### config.mk
export PLATFORM = sky130hd
export DESIGN_NAME = dma_controller
export DESIGN_NICKNAME = d
export VERILOG_FILES = /design/src/rtl/dma_controller.sv
export SDC_FILE = /design/constraint.sdc
export NUM_CORES = 1
export LEC_CHECK = 0
export ABC_AREA = 1
export BUFFER_PORTS_ARGS = -buffer_cell sky130_fd_sc_hd__buf_4
export CAP_MARGIN = 40
export CORE_MARGIN = 2
export CORE_UTILIZATION = 40
export DETAILED_ROUTE_END_ITERATION = 6
export GPL_ROUTABILITY_DRIVEN = 0
export PLACE_DENSITY = 0.67
export SYNTH_ARGS = -nofsm -noshare
export SYNTH_HDL_FRONTEND = slang
export SYNTH_SLANG_ARGS = --single-unit
export TNS_END_PERCENT = 100
### constraint.sdc
create_clock -name aclk -period 2.6 [get_ports aclk]
set_clock_uncertainty 0.1 [all_clocks]
set_input_delay 0.13 -clock aclk [delete_from_list [all_inputs] [get_ports aclk]]
set_output_delay 0.13 -clock aclk [all_outputs]
set_load 0.05 [all_outputs]
### src/rtl/dma_controller.sv
// dma_controller -- single-channel AXI3 write DMA into a ring of 128-byte bursts.
//
// A rising edge on enable_i requests one burst. The burst has 16 beats of
// 8 bytes each. Each beat's write data is captured from data_i. Bursts start at
// BASE_ADDR and step by 128 bytes. After BUF_BURSTS bursts the address wraps
// back to BASE_ADDR. finished_o pulses once when the write response is taken.
//
// Optional feature (macro DMA_CONTROLLER_SYNC_EN):
//   defined   -- enable_i passes through a 2-flop synchronizer (awvalid rises
//                three edges after enable_i is first sampled high)
//   undefined -- enable_i is used directly (awvalid rises one edge later)
//
// Ports:
//   aclk, rst_i            clock and synchronous active-high reset
//   enable_i               asynchronous start request (rising edge = one burst)
//   data_i[63:0]           sample stream, loaded into wdata
//   finished_o             one-cycle pulse after the B handshake
//   m_axi_aw*              write-address channel (awlen/awsize/awburst constant)
//   m_axi_w*               write-data channel (wstrb constant all-ones)
//   m_axi_b*               write-response channel (bresp ignored)
//   dbg_state[1:0]         current FSM state, for observation only
//
// Handshakes: a transfer happens on a rising edge where valid and ready are
// both 1. Once valid is raised, it stays high and its payload does not change
// until that edge.

module dma_controller #(
  parameter logic [31:0] BASE_ADDR  = 32'h1000_0000,
  parameter int unsigned BUF_BURSTS = 1024
) (
  input  logic        aclk,
  input  logic        rst_i,
  input  logic        enable_i,
  input  logic [63:0] data_i,
  output logic        finished_o,
  output logic [31:0] m_axi_awaddr,
  output logic        m_axi_awvalid,
  input  logic        m_axi_awready,
  output logic [3:0]  m_axi_awlen,
  output logic [2:0]  m_axi_awsize,
  output logic [1:0]  m_axi_awburst,
  output logic [63:0] m_axi_wdata,
  output logic [7:0]  m_axi_wstrb,
  output logic        m_axi_wlast,
  output logic        m_axi_wvalid,
  input  logic        m_axi_wready,
  input  logic        m_axi_bvalid,
  input  logic [1:0]  m_axi_bresp,
  output logic        m_axi_bready,
  output logic [1:0]  dbg_state
);

  localparam logic [1:0] ST_IDLE = 2'd0;
  localparam logic [1:0] ST_ADDR = 2'd1;
  localparam logic [1:0] ST_DATA = 2'd2;
  localparam logic [1:0] ST_RESP = 2'd3;

  localparam logic [31:0] BURST_BYTES = 32'd128;
  // Start address of the final burst in the ring; the pointer wraps from here.
  localparam logic [31:0] LAST_ADDR   = BASE_ADDR + BURST_BYTES * 32'(BUF_BURSTS - 1);

  logic [1:0]  state;
  logic [31:0] ptr;
  logic [3:0]  beat_cnt;
  logic        enable_meta_w;
  logic        enable_prev;
  logic        start_pulse;
  logic        bresp_unused;

  // The response code does not influence anything.
  assign bresp_unused = ^m_axi_bresp;

`ifdef DMA_CONTROLLER_SYNC_EN
  logic [1:0] enable_sync;

  always_ff @(posedge aclk) begin
    if (rst_i) enable_sync <= 2'b00;
    else       enable_sync <= {enable_sync[0], enable_i};
  end

  assign enable_meta_w = enable_sync[1];
`else
  assign enable_meta_w = enable_i;
`endif

  // The start pulse is registered. It is high for exactly one cycle after
  // enable_meta_w is first seen high. The FSM takes it only in IDLE, so a
  // request that arrives during a burst is lost.
  always_ff @(posedge aclk) begin
    if (rst_i) begin
      enable_prev <= 1'b0;
      start_pulse <= 1'b0;
    end else begin
      enable_prev <= enable_meta_w;
      start_pulse <= enable_meta_w & ~enable_prev;
    end
  end

  always_ff @(posedge aclk) begin
    if (rst_i) begin
      state       <= ST_IDLE;
      ptr         <= BASE_ADDR;
      beat_cnt    <= 4'd0;
      m_axi_wdata <= 64'd0;
      finished_o  <= 1'b0;
    end else begin
      finished_o <= 1'b0;
      case (state)
        ST_IDLE: begin
          if (start_pulse) state <= ST_ADDR;
        end
        ST_ADDR: begin
          if (m_axi_awready) begin
            state       <= ST_DATA;
            m_axi_wdata <= data_i;
            beat_cnt    <= 4'd0;
          end
        end
        ST_DATA: begin
          if (m_axi_wready) begin
            // The counter wraps to 0 after the last beat.
            beat_cnt <= beat_cnt + 4'd1;
            if (beat_cnt == 4'd15) state <= ST_RESP;
            else                   m_axi_wdata <= data_i;
          end
        end
        ST_RESP: begin
          if (m_axi_bvalid) begin
            state      <= ST_IDLE;
            finished_o <= 1'b1;
            ptr        <= (ptr == LAST_ADDR) ? BASE_ADDR : ptr + BURST_BYTES;
          end
        end
        default: state <= ST_IDLE;
      endcase
    end
  end

  assign m_axi_awaddr  = ptr;
  assign m_axi_awvalid = (state == ST_ADDR);
  assign m_axi_wvalid  = (state == ST_DATA);
  assign m_axi_wlast   = (state == ST_DATA) && (beat_cnt == 4'd15);
  assign m_axi_bready  = (state == ST_RESP);

  assign m_axi_awlen   = 4'd15;
  assign m_axi_awsize  = 3'b011;
  assign m_axi_awburst = 2'b01;
  assign m_axi_wstrb   = 8'hFF;

  assign dbg_state     = state;

endmodule

### Word level (Yosys, flattened, before mapping)

Cells that the tools add are included.

| storage, ports and cells | value |
|---|---|
| register bits | 105 |
| input port bits | 72 |
| output and inout bits | 120 |
| word-level logic and storage cells | 46 |

| operators by class | value |
|---|---|
| add/subtract/negate cells | 2 |
| equality and inequality tests | 11 |
| muxes and demuxes | 15 |
| bitwise operators | 3 |
| reduce and logical (&&, ||, !) cells | 8 |

Operator list:

| kind | number |
|---|---|
| two-way mux 64 bit | 3 |
| one-hot mux 64 bit (2 select lines) | 1 |
| adder 32 x 8 -> 32 bit, second input constant | 1 |
| == test 32 x 29 -> 1 bit, second input constant | 1 |
| two-way mux 32 bit | 1 |
| two-way mux 2 bit | 5 |
| two-way mux 4 bit | 2 |
| one-hot mux 2 bit (4 select lines) | 1 |
| one-hot mux 4 bit (2 select lines) | 1 |
| != test 2 x 1 -> 1 bit, second input constant | 3 |
| != test 2 bit, second input constant | 3 |
| AND reduction 5 bit | 1 |
| adder 4 x 1 -> 4 bit, second input constant | 1 |
| == test 2 bit, second input constant | 2 |
| == test 4 bit, second input constant | 1 |
| AND reduction 4 bit | 1 |
| AND reduction 3 bit | 1 |
| == test 2 x 1 -> 1 bit, second input constant | 1 |
| zero test 2 bit | 1 |
| NOT 1 bit | 2 |
| AND reduction 2 bit | 1 |
| nonzero test 2 bit | 1 |
| OR reduction 2 bit | 1 |
| AND 1 bit | 1 |
| other kinds (2) | 2 |

### Logic depth before layout (Yosys ltp)

Gate-level depths: netlist of run 1.

| logic depth | value |
|---|---|
| depth after elaboration | 4 |
| depth in mapped cells | 11 |
| mapped depth without buffers | 10 |

### Worst setup path after synthesis of run 1

OpenSTA, ideal clock, no wires.

| timing | value |
|---|---|
| path kind | flip-flop to flip-flop |
| start | register state[1] (netlist: dbg_state[1]) |
| end | register m_axi_wdata[21] |
| arrival time | 2.538 ns |
| data required time | 2.384 ns |
| setup slack | -0.154 ns |
| cell stages (with the launch flop) | 9 |
| buffers on the path | 2 |
| path through | dfxtp_1 -> ha_1 -> inv_1 -> nor2_2 -> nor3_2 -> buf_6 -> buf_6 -> o21ai_0 -> nor2_1 |

| on the way | value |
|---|---|
| cells in the longest elaborated chain, start to end | 3 |

RTL lines:

| element | line | source |
|---|---|---|
| start: declaration | 62 | `logic [1:0] state;` |
| start signal: assignment | 101 | `state <= ST_IDLE;` |
| start signal: assignment | 110 | `if (start_pulse) state <= ST_ADDR;` |
| start signal: assignment | 114 | `state <= ST_DATA;` |
| == test 2 bit * | - |  |
| net m_axi_wvalid | 45 | `output logic m_axi_wvalid,` |
| != test 2 bit (no line) (tied with other cells) | - |  |
| AND reduction 4 bit (no line) | - |  |
| end signal: assignment | 115 | `m_axi_wdata <= data_i;` |
| end signal: assignment | 124 | `else m_axi_wdata <= data_i;` |
| end: declaration | 42 | `output logic [63:0] m_axi_wdata,` |

The timed path passes the listed nets; every way through them passes the cells marked *.
A chain may end at the register's enable or synchronous reset.

### Final worst setup path of run 1

| timing | value |
|---|---|
| start | register state[1] (netlist: dbg_state[1]) |
| end | register m_axi_wdata[34] |

| on the way | value |
|---|---|
| cells in the longest elaborated chain, start to end | 3 |

RTL lines:

| element | line | source |
|---|---|---|
| == test 2 bit / == test 2 x 1 -> 1 bit (equally long branches) | 108 | `case (state)` |
| != test 2 bit (no line) (tied with other cells) | - |  |
| AND reduction 4 bit (no line) | - |  |

Several ways; a longest one is shown, not always the timed one.

==> flow_summary.toml, run 1 <==
[worst_hold_path]
timing.hold.worst.start = "m_axi_bvalid"
whs_path_depth = 3
hold_class = "in -> reg"

[critical_path]
worst_ep_arrival_time_ns = 2.29
critPathKind = "reg -> reg"
worst_setup_path_endpoint = "m_axi_wdata[34]$_SDFFE_PP0P_"
regToRegSetupSlack_ns = 0.51
launching_point_of_the_worst_reg2reg_path = "dbg_state[1]$_SDFFE_PP0P_"
worst_ep_required_time_ns = 2.80
ff2ff_path_depth = 8
setup.worst_path.start_class = "register"
endpoint_kind = "register"
worst-path-max-fanout = 49
crit-reg2reg-capture = "m_axi_wdata[34]$_SDFFE_PP0P_"
cp_launch_point = "dbg_state[1]$_SDFFE_PP0P_"

[synthesis]
synth.ff_latch_count = 98
yosysSeqAreaShare_pct = 46.1
yosys_warnings = 0
syn_area_per_cell_um2 = 7.24
distinct_cell_type_count_of_the_synthesized_netlist = 31
synth.area.top_cells = "sky130_fd_sc_hd__dfxtp_1 46%, sky130_fd_sc_hd__nor2_1 17%, sky130_fd_sc_hd__nand2_1 6.1%"
synth_top_area_cell = "sky130_fd_sc_hd__dfxtp_1"
syn-cell-area_um2 = 4260
yosys.area.top_type_share_pct = 46.1
post_synth_inst_count = 588

[power_and_ir_drop]
ir_worst_vdd_mv = 0.658
static-leakage-power_nw = 3.06
power_per_cell_area_nw_per_um2 = 936

[finish]
antennaDiodeCount = 0
final_core_utilization_pct = 61.4
final-instance-count-excl-fill = 952
drive_above_1_share_pct = 24.1
finalInstanceArea_um2 = 6340
design.final.nets = 889
area_growth_synth_to_finish_pct = 48.8

[timing]
timing.fmax_mhz = 477
setup_total_neg_slack_ns = 0
final.period_utilization_pct = 80.6
maxSlewHeadroom_pct = 55.6
fin_worst_hold_slack_ns = 0.0457
rsz0062_at_grt = "no"
finalSetupViolCount = 0
pins_over_slew_limit = 0
timing_hold_violations_final = 0
period_minus_slack_ns = 2.09
tightest_slew_ns = 0.666

[clock_network]
cts_root_buffer = "sky130_fd_sc_hd__clkbuf_8"
worst_setup_hold_path_clk_slew_ns = 0.09
cts_buffer_depth = 2
clkLatencyLatePin_ns = 0.36
cts_setup_buffers = 0
cts_tree = "built"
cts_buffers = 9
cts_sinks = 98
htree_num_levels = 3

[die]
io_pins = 192
die_x_um = 107
die_h_um = 107
initial_core_util_pct = 41.3
die-area_um2 = 11500
core-area_um2 = 10300
placement_row_count = 37

[placement]
placed_cells_incl_taps = 869
dpl_cell_area_um2 = 5460
post-dp-hpwl_um = 7860
io_buffers = 165

[global_routing]
grt_antenna_before_repair = 0
grt_use_total_pct = 21.3
first_pass_grt_wire_length_um = 19800
grt_start_max_net_pins = 67
first_global_vias = 4302
grt_remaining_overflow = 0

[detailed_routing]
postRouteWirelength_um = 12300
routed_length_per_placed_instance_um = 12.9
post_drt_via_cell_ratio = 4.67
detailedRoute.firstIterationViolations = 187
drt_pre_antenna_iters = 5
vias = 4450
ant_nets = 0
detail_route.drc_violations = 0

[status]
status = "finished clean"

[job]
maxCapViolCount = 0
-- metrics by stage --
stage / setup WS, ns / power [mW]
2_1_floorplan: 0.0237 / 4.12
3_3_place_gp: 0.632 / 4.71
3_5_place_dp: 0.549 / 4.78
4_1_cts: 0.498 / 5.93
5_1_grt: 0.317 / 6.27
6_report: 0.505 / 5.93
-- logic make-up (layout without fill, tap and decap cells) --
family | Yosys count | after routing | share of synthesized area [%]
buf+inv | 89 | 295 | 11.6
other cells | 2 | 24 | 0.176
compound gates | 82 | 82 | 9.78
xor+xnor | 6 | 6 | 1.23
flops | 98 | 98 | 46.1
fa+ha+maj | 6 | 6 | 1.76
simple gates | 305 | 305 | 29.3
-- state kept, by name (all words and copies together), names as in the netlist --
signal	count
dbg_state	2
start_pulse	1
m_axi_awaddr	25
finished_o	1
beat_cnt	4
enable_prev	1
m_axi_wdata	64
-- worst min-delay path by stage --
stage / endpoint / slack (ns)
CTS: finished_o$_SDFF_PP0_ / 0.04
global placement: enable_prev$_SDFF_PP0_ / 0.25
global route: finished_o$_SDFF_PP0_ / 0.05
finish: finished_o$_SDFF_PP0_ / 0.05
floorplan: start_pulse$_SDFF_PP0_ / 0.11
detailed placement: m_axi_wdata[42]$_SDFFE_PP0P_ / 0.26
-- area by class of cell --
class | instances | area, um2
clock inverter | 5 | 78.8
multi-input combinational | 423 | 1890
clock buffer | 11 | 131
tap | 136 | 170
fill | 882 | 3990
sequential | 98 | 1960
inverter | 43 | 164
timing repair buffer | 236 | 1940
-- power breakdown --
part           internal, mW  switching, mW  leakage (nW)  total (mW)
Combinational         0.829           2.07          2.15        2.90
Sequential             1.80          0.168         0.802        1.97
Clock                 0.542          0.521         0.107        1.06
Total                  3.18           2.76          3.06        5.93
-- cells in the mapped netlist, drive strengths merged --
library cell,number
nor2,197
dfxtp,98
nand2,70
o21ai,68
inv,43
buf,39
nand3,20
a21oi,11
nor3,10
clkbuf,7
ha,6
xor2,5
nand4,4
conb,2
o21bai,2
and3,1
nand3b,1
nor3b,1
o22ai,1
or2,1
xnor2,1
-- critical path: stages, from the launching register on --
cell and delay [ns]:
sky130_fd_sc_hd__dfxtp_1 0.44, sky130_fd_sc_hd__inv_1 0.09, sky130_fd_sc_hd__ha_1 0.22, sky130_fd_sc_hd__nand2_1 0.09, sky130_fd_sc_hd__nand2_1 0.11, sky130_fd_sc_hd__nor3_4 0.22
sky130_fd_sc_hd__buf_4 0.45, sky130_fd_sc_hd__o21ai_0 0.15, sky130_fd_sc_hd__nor2_1 0.14
-- placed cells by master (no fill, tap or decap), types with 2 or more instances in the layout --
| cell type | Yosys | routed |
|---|---|---|
| sky130_fd_sc_hd__nor2_1 | 190 | 190 |
| sky130_fd_sc_hd__buf_4 | 24 | 169 |
| sky130_fd_sc_hd__dfxtp_1 | 98 | 98 |
| sky130_fd_sc_hd__nand2_1 | 69 | 69 |
| sky130_fd_sc_hd__dlygate4sd3_1 | 0 | 67 |
| sky130_fd_sc_hd__o21ai_1 | 43 | 43 |
| sky130_fd_sc_hd__inv_1 | 41 | 41 |
| sky130_fd_sc_hd__o21ai_0 | 25 | 25 |
| sky130_fd_sc_hd__conb_1 | 2 | 24 |
| sky130_fd_sc_hd__nand3_1 | 19 | 19 |
| sky130_fd_sc_hd__a21oi_1 | 11 | 11 |
| sky130_fd_sc_hd__nor3_1 | 9 | 9 |
| sky130_fd_sc_hd__clkbuf_8 | 0 | 9 |
| sky130_fd_sc_hd__xor2_1 | 5 | 5 |
| sky130_fd_sc_hd__ha_1 | 6 | 5 |
| sky130_fd_sc_hd__nor2_2 | 4 | 4 |
| sky130_fd_sc_hd__nand4_1 | 4 | 4 |
| sky130_fd_sc_hd__nor2_4 | 3 | 3 |
| sky130_fd_sc_hd__o21bai_1 | 2 | 2 |
| sky130_fd_sc_hd__bufinv_16 | 0 | 2 |
| sky130_fd_sc_hd__clkbuf_1 | 7 | 2 |
| sky130_fd_sc_hd__clkinv_2 | 0 | 2 |
-- repair_timing --
item / CTS / global route
resized for setup: 0 / 0
endpoints found under the hold margin: 75 / 0
hold buffers: 67 / 0
-- layer usage --
metal	part of all wire, %	track usage, %	routed length [um]	vias up
li1	-	-	-	2237
met1	40	24.2	4910	1998
met2	49	36.6	5990	184
met3	8.6	6.93	1060	31
met4	2.6	9.09	320	0
met5	0	0	0	-
(Power assumes the default switching activity.)
==> run 2, diff against run 1 <==
==> constraint.sdc (replaced) <==
create_clock -name aclk -period 2 [get_ports aclk]
set_clock_uncertainty 0.1 [all_clocks]
set_input_delay 0.1 -clock aclk [delete_from_list [all_inputs] [get_ports aclk]]
set_output_delay 0.1 -clock aclk [all_outputs]
set_load 0.05 [all_outputs]
==> run 2 against run 1 <==
  * Sequential cell count stayed put
  * Sequential share of layout area is 0.15 points lower
  * Non-clock buffer count is 2 higher
  * Worst setup slack worse by 0.34 ns
  * Critical path type unchanged
  * Largest power group unchanged
==> flow_summary.toml, run 2 (synthesis gave the netlist of run 1 again) <==
[status]
status = "finished clean"

[critical_path]
timing.critical_path.slowest_stage_cell = "sky130_fd_sc_hd__dfxtp_2"
worst_ep_required_time_ns = 2.18
buffer_and_inverter_count_on_the_worst_path = 4
setup.worst_path.start_class = "register"
cp_cell_sequence = "inv_2 > ha_4 > inv_1 > nor2_4 > nor3_4 > inv_2 > buf_12 > nor2_1 > nor2_1"
endpoint_kind = "register"
worst_ep_arrival_time_ns = 2.02
ff2ff_path_depth = 9
crit-reg2reg-capture = "m_axi_wdata[42]$_SDFFE_PP0P_"
worst_setup_path_endpoint = "m_axi_wdata[42]$_SDFFE_PP0P_"
worst-path-max-fanout = 64
critical_path_depth = 9
critPathKind = "reg -> reg"
launching_point_of_the_worst_reg2reg_path = "dbg_state[0]$_SDFFE_PP0P_"
regToRegSetupSlack_ns = 0.16
critical_path.max_stage_delay_ns = 0.39
path_delay_family = "simple AND/OR/NAND/NOR gates"
cp_launch_point = "dbg_state[0]$_SDFFE_PP0P_"

[placement]
post-dp-hpwl_um = 7910
io_buffers = 165
placement.setup.worst_slack_ns = 0.186

[die]
die_x_um = 107
die-area_um2 = 11500
placement_row_count = 37
core-area_um2 = 10300
io_pins = 192
die_h_um = 107
initial_core_util_pct = 41.3

[finish]
antennaDiodeCount = 0
largest_reg_flops = 64
multi_input_area_um2 = 1920
regArea_um2 = 1970
registers.top_by_ff_count = "m_axi_wdata"
drive_above_1_share_pct = 24.9
final_cell_mix = "190 x sky130_fd_sc_hd__nor2_1, 168 x sky130_fd_sc_hd__buf_4, 96 x sky130_fd_sc_hd__dfxtp_1"
design.final.nets = 891
area_growth_synth_to_finish_pct = 49.9
fillerInstances = 899
layout.cells.most_common = "sky130_fd_sc_hd__nor2_1"

[detailed_routing]
detail_route.drc_violations = 0
detailedRoute.firstIterationViolations = 150
routed_length_per_placed_instance_um = 12.7
postRouteWirelength_um = 12100
post_drt_via_cell_ratio = 4.63
drt_pre_antenna_iters = 4
ant_nets = 0
vias = 4420

[power_and_ir_drop]
static-leakage-power_nw = 3.05
ir_worst_vdd_mv = 0.967
power_per_cell_area_nw_per_um2 = 1200

[global_routing]
grt_remaining_overflow = 0
first_global_vias = 4228
grt_start_max_net_pins = 65
first_pass_grt_wire_length_um = 19900
grt_antenna_before_repair = 0
grt_use_total_pct = 21.7

[timing]
timing.fmax_mhz = 544
rsz0062_at_grt = "no"
setup_slack_ns = 0.163
pins_over_slew_limit = 0
setup_total_neg_slack_ns = 0
final.period_utilization_pct = 91.8
period_minus_slack_ns = 1.84
finalSetupViolCount = 0
timing_hold_violations_final = 0

[worst_hold_path]
timing.hold.worst.start = "m_axi_wready"
hold_class = "in -> reg"

[clock_network]
cts_tree = "built"
cts_buffers = 9
clkLatencyLatePin_ns = 0.37
cts_buffer_depth = 2
cts_sinks = 98
htree_num_levels = 3
cts_root_buffer = "sky130_fd_sc_hd__clkbuf_8"
worst_setup_hold_path_clk_slew_ns = 0.10
ctsResizeCount = 0

[job]
maxCapViolCount = 0
## run 2: worst min path at each step
stage,endpoint,depth (start not counted)
finish,beat_cnt[0]$_SDFFE_PP0P_,6
global route,beat_cnt[0]$_SDFFE_PP0P_,6
CTS,beat_cnt[0]$_SDFFE_PP0P_,6
detailed placement,enable_prev$_SDFF_PP0_,3
global placement,m_axi_wdata[48]$_SDFFE_PP0P_,3
floorplan,start_pulse$_SDFF_PP0_,1
## run 2: tightest hold or removal path: stages
cell                      delay [ns]
sky130_fd_sc_hd__buf_4          0.08
sky130_fd_sc_hd__inv_1          0.03
sky130_fd_sc_hd__nand2_1        0.06
sky130_fd_sc_hd__nand3_1        0.16
sky130_fd_sc_hd__nand2_1        0.10
sky130_fd_sc_hd__a21oi_1        0.05
## run 2: what timing repair did
| action | CTS | global route |
|---|---|---|
| setup buffers | 0 | 0 |
| setup endpoints to repair | 0 | 8 |
| endpoints found under the hold margin | 75 | 0 |
| hold buffers | 68 | 0 |
## run 2: area by class of cell
class | instances | share of cell area (%)
Sequential cell | 98 | 30.8
Multi-Input combinational cell | 423 | 30.1
Tap cell | 136 | 2.67
Clock buffer | 11 | 2.21
Inverter | 43 | 2.57
Clock inverter | 5 | 0.588
Timing Repair Buffer | 238 | 31.0
## run 2: per-layer routing
metal | part of all wire [%] | GRT usage, %
met2 | 49 | 37.1
met4 | 1.6 | 6.49
met3 | 8.6 | 8.27
met1 | 41 | 25.1
met5 | 0 | 0
## run 2: through the flow
step | cell area [um2] | hold slack, ns | power, mW | instances | utilization [%]
2_1_floorplan | 4380 | 0.0776 | 5.40 | 610 | -
3_3_place_gp | 5530 | 0.221 | 6.26 | 870 | 53.5
3_5_place_dp | 5530 | 0.229 | 6.33 | 870 | 53.5
4_1_cts | 6380 | 0.135 | 7.66 | 954 | 61.8
5_1_grt | 6380 | 0.193 | 8.07 | 954 | 61.8
6_report | 6380 | 0.161 | 7.64 | 954 | 61.8
## run 2: power breakdown
part           switching, mW  internal (mW)
sequential             0.231           2.35
clock                  0.712          0.491
combinational           2.70           1.15
total                   3.64           4.00
==> run 3, diff against run 2 <==
--- a/config.mk
+++ b/config.mk
@@ -12,7 +12,7 @@
 export CORE_UTILIZATION = 40
 export DETAILED_ROUTE_END_ITERATION = 6
 export GPL_ROUTABILITY_DRIVEN = 0
-export PLACE_DENSITY = 0.67
+export PLACE_DENSITY = 0.7
 export SYNTH_ARGS = -nofsm -noshare
 export SYNTH_HDL_FRONTEND = slang
 export SYNTH_SLANG_ARGS = --single-unit
==> run 3 against run 2 <==
  * Count of clock-buffer cells in the layout shrank 2
  * Non-clock buffer count is the same
  * Critical path depth is the same
  * Core utilization grew 0.21 points
  * Combinational power grew 2%
  * Sequential power is essentially flat
  * Hold slack lost 0.14 ns
==> flow_summary.toml, run 3 (synthesis gave the netlist of run 1 again) <==
[placement]
io_buffers = 165
placed_cells_incl_taps = 871
post-dp-hpwl_um = 8300
dpl_cell_area_um2 = 5550
placement.setup.worst_slack_ns = 0.111

[global_routing]
grt_antenna_before_repair = 0
grt_remaining_overflow = 0
grt_start_max_net_pins = 51
grt_use_met2_pct = 39.3
globalRouteMet1Util_pct = 24.9
grt_use_total_pct = 22.0
first_pass_grt_wire_length_um = 20400
first_global_vias = 4521
busiest_layer = "met2"
globalRouteMet3Util_pct = 6.44

[die]
die_h_um = 107
die-area_um2 = 11500
core-area_um2 = 10300
placement_row_count = 37
die_x_um = 107
initial_core_util_pct = 41.3
io_pins = 192

[detailed_routing]
routed_length_per_placed_instance_um = 13.0
detail_route.drc_violations = 0
post_drt_via_cell_ratio = 4.66
vias = 4442
postRouteWirelength_um = 12400
ant_nets = 0
detailedRoute.firstIterationViolations = 164
drt_pre_antenna_iters = 4

[finish]
final_core_utilization_pct = 62.1
design.final.nets = 891
largest_reg_flops = 64
drive_above_1_share_pct = 25.3
finalInstanceArea_um2 = 6410
final_cell_mix = "189 x sky130_fd_sc_hd__nor2_1, 168 x sky130_fd_sc_hd__buf_4, 96 x sky130_fd_sc_hd__dfxtp_1"
layout.cells.most_common = "sky130_fd_sc_hd__nor2_1"
registers.top_by_ff_count = "m_axi_wdata"
area_growth_synth_to_finish_pct = 50.4
antennaDiodeCount = 0
final-instance-count-excl-fill = 954

[timing]
fin_worst_hold_slack_ns = 0.0188
pins_over_slew_limit = 0
setup_total_neg_slack_ns = 0
final.period_utilization_pct = 93.9
rsz0062_at_grt = "no"
setup_slack_ns = 0.121
timing_hold_violations_final = 0
timing.fmax_mhz = 532
period_minus_slack_ns = 1.88
finalSetupViolCount = 0

[worst_hold_path]
whs_path_depth = 3
hold_class = "in -> reg"

[power_and_ir_drop]
ir_worst_vdd_mv = 0.760
total_switching_power_mw = 3.74
power_mw = 7.78
internal_power_mw = 4.04
static-leakage-power_nw = 3.07
clkPwrFrac_pct = 16.2
swShare_pct = 48.0
p_seq_share_pct = 33.2
combinationalPowerShare_pct = 50.6
power_per_cell_area_nw_per_um2 = 1210

[job]
maxCapViolCount = 0

[clock_network]
worst_setup_hold_path_clk_slew_ns = 0.11
cts_root_buffer = "sky130_fd_sc_hd__clkbuf_8"
cts_buffers = 9
htree_num_levels = 3
cts_tree = "built"
cts_buffer_depth = 2
clkLatencyLatePin_ns = 0.36
cts_sinks = 98

[critical_path]
worst-path-max-fanout = 46
worst_ep_required_time_ns = 2.17
critPathKind = "reg -> reg"
worst_ep_arrival_time_ns = 2.04
endpoint_kind = "register"
setup.worst_path.start_class = "register"
ff2ff_path_depth = 9

[status]
status = "finished clean"
[run 3: cell types whose count changed in the layout (fill, tap and decap cells not counted), sizes merged]
cell,delta
clkinv,-3
clkinvlp,-2
clkbuf,-2
dlygate4sd3,-1
buf,+1
inv,+7
[run 3: path summary, 6_finish.rpt]
path / start / end / slack, ns
max: dbg_state[0]$_SDFFE_PP0P_ / m_axi_wdata[59]$_SDFFE_PP0P_ / 0.12
min: m_axi_bvalid / finished_o$_SDFF_PP0_ / 0.02
max reg2reg: dbg_state[0]$_SDFFE_PP0P_ / m_axi_wdata[59]$_SDFFE_PP0P_ / 0.12
min reg2reg: enable_prev$_SDFF_PP0_ / start_pulse$_SDFF_PP0_ / 0.29
[run 3: worst max-delay path, cell delays in order (launching register included)]
cell	delay [ns]
sky130_fd_sc_hd__dfxtp_2	0.41
sky130_fd_sc_hd__inv_2	0.08
sky130_fd_sc_hd__ha_4	0.19
sky130_fd_sc_hd__nand2_1	0.10
sky130_fd_sc_hd__nand2_1	0.11
sky130_fd_sc_hd__nor3_4	0.25
sky130_fd_sc_hd__inv_2	0.11
sky130_fd_sc_hd__buf_12	0.19
sky130_fd_sc_hd__nor2_1	0.15
sky130_fd_sc_hd__nor2_1	0.07
[run 3: cell type report]
type                    instances  area [um2]
fillers                       896        3920
repair buffers                238        1990
flip-flops and latches         98        1970
multi-input cells             423        1930
well taps                     136         170
inverters                      43         164
clock buffers                   9         124
clock inverters                 7        63.8
[run 3: repair_timing]
item | in CTS | in global routing
hold buffers | 67 | 0
endpoints found under the setup margin | 0 | 14
gates resized for setup | 0 | 1
hold endpoints to repair | 75 | 0
buffers inserted | 0 | 0
[run 3: power by group through the flow]
stage          registers, mW  clock network [mW]  logic, mW
3_5_place_dp            2.61                   0       3.80
4_1_cts                 2.58                1.30       3.91
2_1_floorplan           3.85                   0       1.55
3_3_place_gp            2.59                   0       3.72
6_report                2.58                1.26       3.93
5_1_grt                 2.63                1.40       4.21
[run 3: routing by layer]
metal,vias to the layer above,wire length (um)
li1,2247,-
met1,2015,5130
met2,158,6180
met3,22,860
met4,0,242
met5,-,0
